===== src/rtl/uart_tx.sv =====
`default_nettype none
// ============================================================================
// Module      : uart_tx
// Description : 8N1 serial transmitter with a small byte FIFO on the CPU side.
// Revision    : 1.0 - initial release
// ============================================================================
module uart_tx #(
    parameter int CLK_DIV_NUMBER = 10,
    parameter int FIFO_DEPTH     = 4
) (
    input  logic       clk,
    input  logic       rst_n,
    input  logic [7:0] cpu_to_uart_buf,
    input  logic       cpu_write,
    output logic       tx_full,
    output logic       tx_busy,
    output logic       tx_overflow,
    output logic       write_int,
    output logic       uart_out
);

    localparam int                  c_ADDR_W  = $clog2(FIFO_DEPTH);
    localparam logic [7:0]          c_DIV_MAX = 8'(CLK_DIV_NUMBER - 1);
    localparam logic [c_ADDR_W:0]   c_FULL    = (c_ADDR_W + 1)'(FIFO_DEPTH);

    typedef enum logic [1:0] {
        ST_IDLE  = 2'd0,
        ST_START = 2'd1,
        ST_SEND  = 2'd2,
        ST_STOP  = 2'd3
    } state_t;

    state_t              r_state;
    state_t              w_state_nx;
    logic [7:0]          r_div;
    logic [7:0]          w_div_nx;
    logic [2:0]          r_bitcnt;
    logic [2:0]          w_bitcnt_nx;
    logic [7:0]          r_shift;
    logic [7:0]          w_shift_nx;
    logic                r_uart_out;
    logic                w_uart_nx;
    logic                r_write_int;
    logic                w_write_int_nx;
    logic                r_overflow;

    logic [7:0]          r_mem [FIFO_DEPTH];
    logic [c_ADDR_W-1:0] r_wptr;
    logic [c_ADDR_W-1:0] r_rptr;
    logic [c_ADDR_W:0]   r_count;

    logic                w_push;
    logic                w_pop;
    logic                w_empty;
    logic                w_div_wrap;
    logic [7:0]          w_head;

    // Full is judged on the registered count, so a pop on the same edge
    // never lets a push through.
    assign tx_full     = (r_count == c_FULL);
    assign w_empty     = (r_count == '0);
    assign w_push      = cpu_write && !tx_full;
    assign w_head      = r_mem[r_rptr];
    assign w_div_wrap  = (r_div == c_DIV_MAX);

    assign tx_busy     = (r_state != ST_IDLE) || !w_empty;
    assign tx_overflow = r_overflow;
    assign write_int   = r_write_int;
    assign uart_out    = r_uart_out;

    always_ff @(posedge clk) begin
        if (w_push) begin
            r_mem[r_wptr] <= cpu_to_uart_buf;
        end
    end

    always_ff @(posedge clk) begin
        if (!rst_n) begin
            r_wptr     <= '0;
            r_rptr     <= '0;
            r_count    <= '0;
            r_overflow <= 1'b0;
        end else begin
            if (w_push) begin
                r_wptr <= r_wptr + c_ADDR_W'(1);
            end
            if (w_pop) begin
                r_rptr <= r_rptr + c_ADDR_W'(1);
            end
            case ({w_push, w_pop})
                2'b10:   r_count <= r_count + (c_ADDR_W + 1)'(1);
                2'b01:   r_count <= r_count - (c_ADDR_W + 1)'(1);
                default: r_count <= r_count;
            endcase
            if (cpu_write && tx_full) begin
                r_overflow <= 1'b1;
            end
        end
    end

    always_ff @(posedge clk) begin
        if (!rst_n) begin
            r_state     <= ST_IDLE;
            r_div       <= '0;
            r_bitcnt    <= '0;
            r_shift     <= '0;
            r_uart_out  <= 1'b1;
            r_write_int <= 1'b0;
        end else begin
            r_state     <= w_state_nx;
            r_div       <= w_div_nx;
            r_bitcnt    <= w_bitcnt_nx;
            r_shift     <= w_shift_nx;
            r_uart_out  <= w_uart_nx;
            r_write_int <= w_write_int_nx;
        end
    end

    always_comb begin
        w_state_nx     = r_state;
        w_div_nx       = w_div_wrap ? 8'd0 : r_div + 8'd1;
        w_bitcnt_nx    = r_bitcnt;
        w_shift_nx     = r_shift;
        w_uart_nx      = r_uart_out;
        w_write_int_nx = 1'b0;
        w_pop          = 1'b0;

        case (r_state)
            ST_IDLE: begin
                w_div_nx  = r_div;
                w_uart_nx = 1'b1;
                if (!w_empty) begin
                    w_pop      = 1'b1;
                    w_shift_nx = w_head;
                    w_uart_nx  = 1'b0;
                    w_div_nx   = 8'd0;
                    w_state_nx = ST_START;
                end
            end
            ST_START: begin
                if (w_div_wrap) begin
                    w_uart_nx   = r_shift[0];
                    w_bitcnt_nx = 3'd0;
                    w_state_nx  = ST_SEND;
                end
            end
            ST_SEND: begin
                if (w_div_wrap) begin
                    w_shift_nx = {1'b0, r_shift[7:1]};
                    if (r_bitcnt != 3'd7) begin
                        w_bitcnt_nx = r_bitcnt + 3'd1;
                        w_uart_nx   = r_shift[1];
                    end else begin
                        w_uart_nx  = 1'b1;
                        w_state_nx = ST_STOP;
                    end
                end
            end
            ST_STOP: begin
                if (w_div_wrap) begin
                    w_write_int_nx = 1'b1;
                    // Chain straight into the next frame when data is waiting.
                    if (!w_empty) begin
                        w_pop      = 1'b1;
                        w_shift_nx = w_head;
                        w_uart_nx  = 1'b0;
                        w_state_nx = ST_START;
                    end else begin
                        w_uart_nx  = 1'b1;
                        w_state_nx = ST_IDLE;
                    end
                end
            end
            default: begin
                w_state_nx = ST_IDLE;
            end
        endcase
    end

endmodule
`default_nettype wire

===== config.mk =====
export PLATFORM = sky130hd
export DESIGN_NAME = uart_tx
export DESIGN_NICKNAME = d
export VERILOG_FILES = /design/src/rtl/uart_tx.sv
export SDC_FILE = /design/constraint.sdc
export NUM_CORES = 1
export LEC_CHECK = 0
export CAP_MARGIN = 10
export CELL_PAD_IN_SITES_DETAIL_PLACEMENT = 0
export CELL_PAD_IN_SITES_GLOBAL_PLACEMENT = 1
export CORE_MARGIN = 2
export CORE_UTILIZATION = 25
export CTS_CLUSTER_DIAMETER = 30
export DETAILED_ROUTE_END_ITERATION = 6
export PLACE_DENSITY = 0.47
export SYNTH_ARGS = -nofsm -noshare
export SYNTH_HDL_FRONTEND = slang
export SYNTH_SLANG_ARGS = --single-unit

===== constraint.sdc =====
create_clock -name clk -period 2.8 [get_ports clk]
set_input_delay 0.42 -clock clk [delete_from_list [all_inputs] [get_ports clk]]
set_output_delay 0.42 -clock clk [all_outputs]
set_load 0.03 [all_outputs]

Word level (Yosys, flattened, before mapping)
Memories as Yosys holds them, arrays and structs flattened. A register that Yosys moved wholly into a read port is not among the register bits.
Cells that the tools add are included.
- flip-flop bits (word level): 31
- bits in writable memories: 32
- input port bits: 11
- output and inout bits: 5
- word-level logic and storage cells: 80
- memories: 1
- memories (memory ; depth ; bits a word ; read ports ; clocked after memory_dff ; write ports ; RTL line ; text):
    r_mem ; 4 ; 8 ; 1 ; 1 ; 1 ; 47 ; logic [7:0] r_mem [FIFO_DEPTH];
- $add $sub $neg: 6
- equality and inequality tests: 14
- muxes and demuxes: 33
- reduce and logical (&&, ||, !) cells: 16
- operator list (cell ; number):
    two-way mux 8 bit ; 6
    one-hot mux 8 bit (3 select lines) ; 1
    two-way mux 2 bit ; 7
    inequality test 2 bit, second input constant ; 6
    one-hot mux 3 bit (2 select lines) ; 2
    two-way mux 1 bit ; 11
    two-way mux 3 bit ; 3
    adder 8 x 1 -> 8 bit, second input constant ; 1
    == test 8 x 4 -> 1 bit, second input constant ; 1
    one-hot mux 2 bit (4 select lines) ; 1
    adder 3 x 1 -> 3 bit, second input constant ; 2
    == test 2 bit, second input constant ; 3
    AND reduction 3 bit ; 2
    nonzero test 2 bit ; 3
    AND reduction 5 bit ; 1
    adder 2 x 1 -> 2 bit, second input constant ; 2
    == test 2 x 1 -> 1 bit, second input constant ; 2
    one-hot mux 1 bit (4 select lines) ; 1
    AND reduction 4 bit ; 1
    == test 3 bit, second input constant ; 1
    zero test 3 bit ; 1
    inequality test 3 bit, second input constant ; 1
    nonzero test 3 bit ; 1
    subtractor 3 x 1 -> 3 bit, second input constant ; 1
    6 further kinds ; 8

Depth between registers and ports, before layout
Gate-level depths: netlist (run 1).
- depth after elaboration: 6
- mapped depth: 10
- depth with buffers taken out: 10

Worst setup path before layout (run 1)
OpenSTA, ideal clock, no wires.
- path kind: flip-flop to flip-flop
- start point: reg r_div[1]
- end point: reg r_count[2]
- library setup time: 0.076 ns
- arrival: 2.151 ns
- required time: 2.724 ns
- slack: 0.574 ns
- cell stages (with the launch flop): 11
- path buffers: 0
- period minus slack after synthesis: 2.226 ns
- cells stage by stage: dfxtp_1 inv_1 ha_1 nor4b_4 a31oi_1 nor3_2 ha_1 fa_1 xnor2_1 or3_1 a21boi_0
- longest elaborated chain between the ends: 5
- elaborated cells on any way between the ends: 7
- classes of those cells: eq/ne (3); mux (3); reduce/logical (1)
- ends and longest elaborated chain (element ; RTL line ; text):
    from (decl) ; 35 ; logic [7:0] r_div;
    from (signal assigned) ; 111 ; r_div <= w_div_nx;
    == test 8 x 4 -> 1 bit (*) ; 64 ; assign w_div_wrap = (r_div == c_DIV_MAX);
    two-way mux 1 bit (*) ; 160 ; if (w_div_wrap) begin
    one-hot mux 1 bit (2 select lines) (*) ; 128 ; case (r_state)
    net w_pop ; 53 ; logic w_pop;
    == test 2 x 1 -> 1 bit / == test 2 bit (equally long branches) ; 90 ; case ({w_push, w_pop})
    one-hot mux 3 bit (2 select lines) / nonzero test 2 bit (equally long branches) ; - ;
    to (signal assigned) ; 91 ; 2'b10: r_count <= r_count + (c_ADDR_W + 1)'(1);
    to (signal assigned) ; 92 ; 2'b01: r_count <= r_count - (c_ADDR_W + 1)'(1);
    to (signal assigned) ; 93 ; default: r_count <= r_count;
    to (decl) ; 50 ; logic [c_ADDR_W:0] r_count;
The timed path passes the listed nets; every way through them passes the cells marked *.
A chain may end at the register's enable or synchronous reset.

Final worst setup path (run 1)
- start point: reg r_state[0]
- end point: out tx_busy
- longest elaborated chain between the ends: 2
- ends and longest elaborated chain (element ; RTL line ; text):
    from (decl) ; 33 ; state_t r_state;
    from (signal assigned) ; 110 ; r_state <= w_state_nx;
    nonzero test 2 bit ; 66 ; assign tx_busy = (r_state != ST_IDLE) || !w_empty;
    logical OR 1 bit ; 66 ;
    to (decl) ; 16 ; output logic tx_busy,
Every way passes these cells.

==> results.md, run 1 <==
- TritonCTS clock tree: built
- Post-synth EDFFs: 32
- Starting Density: 25.3%
- Crit-path max FO: 7
- Biggest area consumer among synthesized cells: edfxtp_1
- Startpoint Class: register
- Hold wc startpoint: r_shift[7]$_SDFFE_PN0P_
- Routed wire length: 5.80 mm
- Grt total ovfl: 0
- Largest net degree at the start of global routing: 35
- Area grow syn2layout: 20.2%
- Syn Inst Count: 233
- Total negative slack: 0 ns
- Pins over their slew limit: 0
- Req. time, crit path: 2.38 ns
- Rows: 40
- Final setup viols: 0
- Die Ht: 114 um
- Syn. warnings: 0
- First-pass GRT wire length: 9.95 mm
- Outcome: completed
- Top cell type's share of synthesized area: 32.0%
- Initial antenna violation count: 0
- Fillcell total: 1195
- Commonest cells after routing, fill and taps aside: dfxtp_1 (33), edfxtp_1 (32), nand2_1 (22), clkdlybuf4s50_1 (15)
- Vias: 1868
- Tmin final: 2.49 ns
- Area of the multi-input gates: 1270 sq um
- Post-synth cell types: 53
- Crit path largest cell delay: 0.60 ns
- Clk_lat worst skew: 0.34 ns
- Gr usage total: 10.2%
- Clk sinks: 65
- Io pins: 16
- Most used cell, CP: inv_1
- Width of the die: 114 um
- CP Capture Type: output pin
- ANT nets after route: 0
- Top cells by area, synth: edfxtp_1 (32%), dfxtp_1 (22%), ha_1 (5.8%)
- First DRT Iteration DRCs: 46
- Hold path cells: 2
- H-tree levels: 3
- Count of final hold-check violations: 0
- Maxcap violations: 0
- Routability congestion estimate: 0.667
- Pwr Total: 3.88 mW
- CORE AREA: 11900 sq um
- Arrival @ worst endpoint: 2.07 ns
- Worst-margin pin slew: 0.554 ns
- Worst IR drop on VDD: 0.372 mV
- Most common cell after layout, fill and taps aside: dfxtp_1
- Drt drc: 0
- Register area: 1620 sq um
- Worst flop-to-flop path endpoint: r_count[2]$_SDFFE_PN0P_
- Vias in the first global route: 1910
- R2r startpoint: r_state[0]$_SDFFE_PN0P_
- Ratio of cells with drive above 1 in the final layout: 14.9%
- Crit path from: r_state[0]$_SDFFE_PN0P_
- HPWL after detailed placement: 3.94 mm
- Diodes inserted: 0
- Syn nets: 259
- Unrepaired setup endpoints after global routing: no
- Mapped Area: 3000 sq um
- Relative slew slack: 63.0%
- Flop-to-flop setup slack: 0.32 ns
- WHS Endpoint: r_shift[7]$_SDFFE_PN0P_
- Final Cycle Share: 89.0%
- Sequential share of the synthesized area: 54.0%
- Total die area: 12900 sq um
- Post-synth ARST share: 0%
- Nets: 283
- Clock tree buffer depth: 2
- Vias/cell: 4.57
- CTS buffer count: 9
- Slowest-stage cell, CP: clkdlybuf4s50_1
- Worst Hold Class: register to register
- Post-Route Skew: 0.00640 ns
- Fmax: 0.401 GHz
- Wire per inst: 14.2 um
- # resized after CTS: 0
- Yosys reg bits: 65
- Syn_area_per_cell: 12.9 sq um
- Crit path kind: register to output pin
- Leak pwr: 1.34 nW
- Critical-path cell list: inv_1 -> ha_1 -> nor4b_4 -> inv_1 -> clkdlybuf4s50_1
- DRT Pass-1 Iters: 5
- Clock root cell: clkbuf_16
- Pwr/cell area: 1070 nW/um^2
- R2R cell count: 9
- Clock-pin slew on the worst setup and hold paths: 0.06 ns
- Ys flop type: dfxtp_1
- Number of port buffers: 15
-- where the power goes --
part           internal (mW)  total, mW  switching [mW]
clock                  0.706       1.17           0.460
sequential              1.20       1.37           0.167
combinational          0.631       1.34           0.713
-- synth_stat cells, drive strengths merged, types with 2 or more instances --
master	number
dfxtp	33
edfxtp	32
nand2	22
ha	14
mux2i	14
inv	9
mux4	8
and2	7
nor2	7
o22ai	7
a21oi	6
and3	6
nor2b	6
nand3	5
o21ai	5
a21boi	4
a31oi	4
nand2b	4
xnor2	4
buf	3
clkbuf	3
nand4	3
nor3	3
a22o	2
nor4	2
nor4b	2
o211ai	2
-- logic make-up (layout without fill, tap and decap cells) --
family / after synthesis / count (layout) / synth area share (%)
AOI/OAI and AO/OA: 38 / 38 / 9.16
xor gates and xnor gates: 5 / 5 / 1.46
adders and majority gates: 15 / 15 / 6.50
buffers and inverters: 17 / 46 / 3.79
DFF: 65 / 65 / 54.0
muxes: 22 / 22 / 10.8
and+or+nand+nor: 71 / 71 / 14.3
-- layout make-up --
cell class,instances,share of cell area [%]
Clock buffer,9,6.24
Clock inverter,7,2.32
Inverter,10,1.07
Multi-Input combinational cell,151,35.1
Sequential cell,65,44.9
Tap cell,147,5.10
Timing Repair Buffer,20,5.20
-- metrics by stage --
| step | utilization (%) | area [sq um] | hold slack (ns) | instances | setup slack [ns] |
|---|---|---|---|---|---|
| 2_1_floorplan | - | 3000 | 0.434 | 233 | 0.574 |
| 3_3_place_gp | 27.8 | 3290 | 0.452 | 392 | 0.300 |
| 3_5_place_dp | 27.8 | 3290 | 0.459 | 392 | 0.255 |
| 4_1_cts | 30.4 | 3610 | 0.467 | 409 | 0.261 |
| 5_1_grt | 30.4 | 3610 | 0.492 | 409 | 0.0557 |
| 6_report | 30.4 | 3610 | 0.459 | 409 | 0.308 |
-- routing by layer --
layer  up-vias  part of all wire, %  GRT usage (%)
li1        922                    -              -
met1       903                   49           13.0
met2        33                   45           15.4
met3        10                  3.5           3.08
met4         0                  2.0           5.61
met5         -                    0              0
-- worst max-delay path, delay by kind of cell, from the launching register on --
family | cells | cell delay (ns)
adders and majority gates | 1 | 0.30
DFF | 1 | 0.34
and+or+nand+nor | 1 | 0.27
buffers and inverters | 3 | 0.83
-- sequential cells by signal (all words and copies together) (netlist names), 2 cells and up, named ones only --
register	flops
r_bitcnt	3
r_count	3
r_div	8
r_mem	32
r_rptr	2
r_shift	8
r_state	2
r_wptr	2
-- what timing repair did --
action	in CTS	in global routing
setup buffers	1	0
hold endpoints to repair	0	0
hold buffers	0	0
endpoints found under the setup margin	1	0
-- how the worst max path moves through the flow --
stage                              endpoint  slack [ns]
floorplan           r_count[2]$_SDFFE_PN0P_        0.57
finish                              tx_busy        0.31
global route        r_count[2]$_SDFFE_PN0P_        0.06
global placement    r_count[2]$_SDFFE_PN0P_        0.30
detailed placement  r_count[2]$_SDFFE_PN0P_        0.25
CTS                                 tx_busy        0.26
No activity file was read; power rests on OpenSTA's default activity.
==> run 2: changes to the inputs <==
SETUP_SLACK_MARGIN = 0.3   (was unset)
==> results.md, run 2 (same netlist as run 1, synthesis figures left out) <==
- Outcome: completed
- Tmin final: 2.30 ns (-0.191 ns)
- TritonCTS clock tree: built
- Clk_lat worst skew: 0.34 ns (about the same)
- Diodes inserted: 0 (unchanged)
- Vias: 1879 (+0.59%)
- Clock tree buffer depth: 2 (unchanged)
- Fmax: 0.435 GHz (+8.3%)
- Routability congestion estimate: 0.667 (unchanged)
- First-pass GRT wire length: 9.96 mm (+0.14%)
- Io pins: 16 (unchanged)
- Leak pwr: 1.36 nW (+1.5%)
- Maxcap violations: 0 (unchanged)
- Total die area: 12900 sq um (unchanged)
- Rows: 40 (unchanged)
- Req. time, crit path: 3.07 ns (+0.69 ns)
- Vias in the first global route: 1911 (+0.052%)
- Number of port buffers: 15 (unchanged)
- Area grow syn2layout: 21.0%
- Final setup viols: 0 (unchanged)
- Pwr/cell area: 1080 nW/um^2 (+0.15%)
- Clock root cell: clkbuf_16
- CTS buffer count: 9 (unchanged)
- H-tree levels: 3 (unchanged)
- Pwr Total: 3.91 mW (+0.88%)
- Arrival @ worst endpoint: 2.57 ns (+0.50 ns)
- Hold wc startpoint: r_shift[7]$_SDFFE_PN0P_
- Worst-margin pin slew: 0.576 ns (+0.0220 ns)
- Gr usage total: 10.2% (+0.011 points)
- CORE AREA: 11900 sq um (unchanged)
- Wire per inst: 14.3 um (+0.64%)
- Routed wire length: 5.84 mm (+0.64%)
- Width of the die: 114 um (unchanged)
- Pins over their slew limit: 0 (unchanged)
- Unrepaired setup endpoints after global routing: yes
- Initial antenna violation count: 0 (unchanged)
- Total negative slack: 0 ns (unchanged)
- Commonest cells after routing, fill and taps aside: dfxtp_1 (32), edfxtp_1 (32), nand2_1 (22), mux2i_1 (14)
- # hold bufs at CTS: 0 (unchanged)
- Count of final hold-check violations: 0 (unchanged)
- Worst Hold Class: register to register
- DRT Pass-1 Iters: 5 (unchanged)
- Nets: 283 (unchanged)
- Drt drc: 0 (unchanged)
- Startpoint Class: register
- Post-Route Skew: 0.00632 ns (-0.0000766 ns)
- Largest registers: r_mem (32), r_div (8), r_shift (8)
- Crit path from: r_state[0]$_SDFFE_PN0P_
- Starting Density: 25.3% (unchanged)
- Final Cycle Share: 82.2% (-6.8 points)
- Worst IR drop on VDD: 0.372 mV (about the same)
- First DRT Iteration DRCs: 39 (-15%)
- R2r startpoint: r_state[0]$_SDFFE_PN0P_
- Grt total ovfl: 0 (unchanged)
- Ratio of cells with drive above 1 in the final layout: 16.0% (+1.1 points)
- Clock-pin slew on the worst setup and hold paths: 0.06 ns (about the same)
- Relative slew slack: 61.5% (-1.5 points)
- CP Capture Type: register
- Largest net degree at the start of global routing: 35 (unchanged)
- Clk sinks: 65 (unchanged)
- HPWL after detailed placement: 3.94 mm (unchanged)
- Crit-path max FO: 7 (unchanged)
- Vias/cell: 4.59 (+0.59%)
- Max FFs per register: 32 (unchanged)
- Crit path kind: register to register
- Die Ht: 114 um (unchanged)
- ANT nets after route: 0 (unchanged)
- Largest Register: r_mem
-- run 2: repair_timing --
action / in CTS / in global routing
setup endpoints to repair: 2 / 2
buffers inserted: 1 / 0
gates resized for setup: 2 / 5
-- run 2: worst max-delay path, cell delays in order (launching register included) --
cell	delay (ns)
dfxtp_1	0.38
inv_1	0.11
ha_2	0.25
a31oi_4	0.21
nor3_4	0.07
ha_1	0.22
fa_1	0.38
xnor2_1	0.14
or3_1	0.30
a21boi_0	0.16
-- run 2: metal layers --
metal,part of all wire [%],GRT usage (%),vias up
met5,0,0,-
met4,2.0,5.61,0
met3,3.6,3.08,10
met2,45,15.4,31
met1,49,13.0,911
li1,-,-,927
-- run 2: area by class of cell --
class,instances,area [sq um]
Fill cell,1195,8230
Tap cell,147,184
Clock inverter,7,83.8
Sequential cell,65,1620
Timing Repair Buffer,20,189
Inverter,10,38.8
Multi-Input combinational cell,151,1290
Clock buffer,9,225
-- run 2: power by group --
group          internal [mW]  switching [mW]
clock network          0.706           0.460
logic                  0.643           0.733
registers               1.20           0.167
-- run 2: metrics by stage --
| step | instances | area, sq um | setup WS [ns] | utilization, % | hold slack (ns) |
|---|---|---|---|---|---|
| finish | 409 | 3640 | 0.500 | 30.7 | 0.460 |
| global placement | 392 | 3290 | 0.300 | 27.8 | 0.452 |
| CTS | 409 | 3610 | 0.352 | 30.5 | 0.467 |
| floorplan | 233 | 3000 | 0.574 | - | 0.434 |
| detailed placement | 392 | 3290 | 0.255 | 27.8 | 0.459 |
| global route | 409 | 3640 | 0.291 | 30.7 | 0.492 |
-- run 2: worst paths after layout --
check	endpoint	slack, ns	depth (start not counted)
worst min register to register	r_shift[7]$_SDFFE_PN0P_	0.46	2
worst max register to register	r_count[2]$_SDFFE_PN0P_	0.50	9
worst min-delay path	r_shift[7]$_SDFFE_PN0P_	0.46	2
worst max-delay path	r_count[2]$_SDFFE_PN0P_	0.50	9
==> run 3: changes to the inputs <==
clock period = 2.2 ns   (was 2.8 ns; I/O delays follow)
==> results.md, run 3 (same netlist as run 1, synthesis figures left out) <==
- Number of port buffers: 15 (unchanged)
- Reg power frac: 32.8% (-2.2 points)
- Final setup viols: 0 (unchanged)
- Tmin final: 2.04 ns (-0.258 ns)
- Initial antenna violation count: 0 (unchanged)
- Area of the multi-input gates: 1310 sq um (+1.2%)
- Critical-path cell list: inv_2 -> ha_4 -> nor4b_4 -> a31oi_2 -> nor3_2 -> ha_2 -> fa_2 -> xnor2_1 -> or3_1 -> a21boi_1
- Crit path kind: register to register
- Routability congestion estimate: 0.700 (+5.0%)
- CORE AREA: 11900 sq um (unchanged)
- Req. time, crit path: 2.47 ns (-0.60 ns)
- Outcome: completed
- Combinational share of power: 41.2% (+6.0 points)
- Arrival @ worst endpoint: 2.31 ns (-0.26 ns)
- Starting Density: 25.3% (unchanged)
- Fillcell total: 1177 (-1.5%)
- Area grow syn2layout: 26.7%
- Clock root cell: clkbuf_16
- Vias in the first global route: 1909 (-0.10%)
- Fmax: 0.490 GHz (+13%)
- Largest registers: r_mem (32), r_div (8), r_shift (8)
- Clock tree buffer depth: 2 (unchanged)
- Psw: 1.77 mW (+30%)
- Final Cycle Share: 92.8% (+11 points)
- Width of the die: 114 um (unchanged)
- Crit path largest cell delay: 0.33 ns (-0.05 ns)
- Most common cell after layout, fill and taps aside: edfxtp_1
- Unrepaired setup endpoints after global routing: yes
- Clk_lat worst skew: 0.33 ns (about the same)
- Nets: 307 (+8.5%)
- Pint: 3.35 mW (+31%)
- Largest Register: r_mem
- Rows: 40 (unchanged)
- Max FFs per register: 32 (unchanged)
- Leak pwr: 1.45 nW (+6.5%)
- Crit path buf inv count: 1 (unchanged)
- Vias: 1932 (+2.8%)
- Gr usage total: 10.1% (-0.075 points)
- Sw Ratio: 34.5% (-0.26 points)
- Pins over their slew limit: 0 (unchanged)
- HPWL after detailed placement: 4.18 mm (+6.0%)
- CP delay by family, top: adder cells
- First DRT Iteration DRCs: 46 (+18%)
- Pre-CTS setup slack: -0.0614 ns (-0.316 ns)
- Clk sinks: 65 (unchanged)
- Drt drc: 0 (unchanged)
- Relative slew slack: 67.0% (+5.5 points)
- Routed wire length: 6.05 mm (+3.8%)
- CP Capture Type: register
- Total die area: 12900 sq um (unchanged)
- Io pins: 16 (unchanged)
- Count of final hold-check violations: 0 (unchanged)
- Worst-margin pin slew: 0.495 ns (-0.0807 ns)
- H-tree levels: 3 (unchanged)
- Crit-path max FO: 2 (-5)
- Diodes inserted: 0 (unchanged)
- DRT Pass-1 Iters: 4 (-1)
- # hold bufs at CTS: 0 (unchanged)
- Largest net degree at the start of global routing: 35 (unchanged)
- Final worst slack: 0.158 ns (-0.342 ns)
- Vias/cell: 4.46 (-2.9%)
- Pwr/cell area: 1340 nW/um^2 (+25%)
- First-pass GRT wire length: 9.81 mm (-1.5%)
- Grt total ovfl: 0 (unchanged)
- Clock-pin slew on the worst setup and hold paths: 0.06 ns (about the same)
- Worst IR drop on VDD: 0.481 mV (+29%)
- Register area: 1630 sq um (+0.39%)
- TritonCTS clock tree: built
- Commonest cells after routing, fill and taps aside: edfxtp_1 (32), buf_4 (30), dfxtp_1 (29), nand2_1 (22), mux2i_1 (14)
- Total negative slack: 0 ns (unchanged)
- Ratio of cells with drive above 1 in the final layout: 27.6% (+12 points)
- Die Ht: 114 um (unchanged)
- Maxcap violations: 0 (unchanged)
- Worst Hold Class: register to register
- Post-route cell area: 3810 sq um (+4.7%)
- Clock power frac: 26.1% (-3.7 points)
- Post-DP Area: 3470 sq um (+5.5%)
- Wire per inst: 14.0 um (-2.0%)
- Pwr Total: 5.12 mW (+31%)
- Startpoint Class: register
- Slowest-stage cell, CP: dfxtp_2
- Post-Route Skew: 0.00440 ns (-0.00192 ns)
- CTS buffer count: 9 (unchanged)
- ANT nets after route: 0 (unchanged)
run 3: area by class of cell:
class / count / share of cell area (%)
repair buffers: 44 / 9.63
clock inverters: 7 / 1.45
inverters: 10 / 1.02
well taps: 147 / 4.83
flip-flops and latches: 65 / 42.8
multi-input cells: 151 / 34.4
clock buffers: 9 / 5.92
run 3: layer usage:
metal | wire length, um | part of all wire [%] | global-route usage, % | up-vias
met5 | 0 | 0 | 0 | -
met4 | 82 | 1.4 | 4.39 | 0
met3 | 185 | 3.1 | 3.29 | 7
met2 | 2830 | 47 | 15.6 | 23
met1 | 2960 | 49 | 12.9 | 933
li1 | - | - | - | 969
run 3: power by group through the flow:
| stage | Sequential (mW) | Clock, mW | Combinational (mW) |
|---|---|---|---|
| after CTS | 1.68 | 1.38 | 2.06 |
| after global routing | 1.71 | 1.44 | 2.32 |
| final | 1.68 | 1.33 | 2.11 |
| after global placement | 1.70 | 0 | 2.04 |
| after detailed placement | 1.71 | 0 | 2.03 |
| after floorplan | 1.70 | 0 | 1.42 |
run 3: worst paths after layout:
kind	startpoint	endpoint	slack, ns	cells after the start
max	r_div[1]$_SDFFE_PN0P_	r_count[2]$_SDFFE_PN0P_	0.16	10
min reg2reg	r_shift[7]$_SDFFE_PN0P_	r_shift[7]$_SDFFE_PN0P_	0.46	2
min	r_shift[7]$_SDFFE_PN0P_	r_shift[7]$_SDFFE_PN0P_	0.46	2
max reg2reg	r_div[1]$_SDFFE_PN0P_	r_count[2]$_SDFFE_PN0P_	0.16	10
run 3: through the flow:
stage          hold WS (ns)  instances  utilization (%)
6_report              0.459        433             32.1
5_1_grt               0.483        433             32.1
4_1_cts               0.460        432             31.9
3_5_place_dp          0.451        413             29.3
3_3_place_gp          0.450        413             29.3
2_1_floorplan         0.429        233                -
run 3: worst min-delay path, cell delays in order, from the launching register on:
cell     delay [ns]
dfxtp_1        0.31
nand2_1        0.05
mux2i_1        0.05
run 3: timing repair:
action,in CTS,in global routing
pin swaps,4,4
endpoints found under the setup margin,5,15
gates resized for setup,11,12
cloned,0,0
buffers inserted,3,1
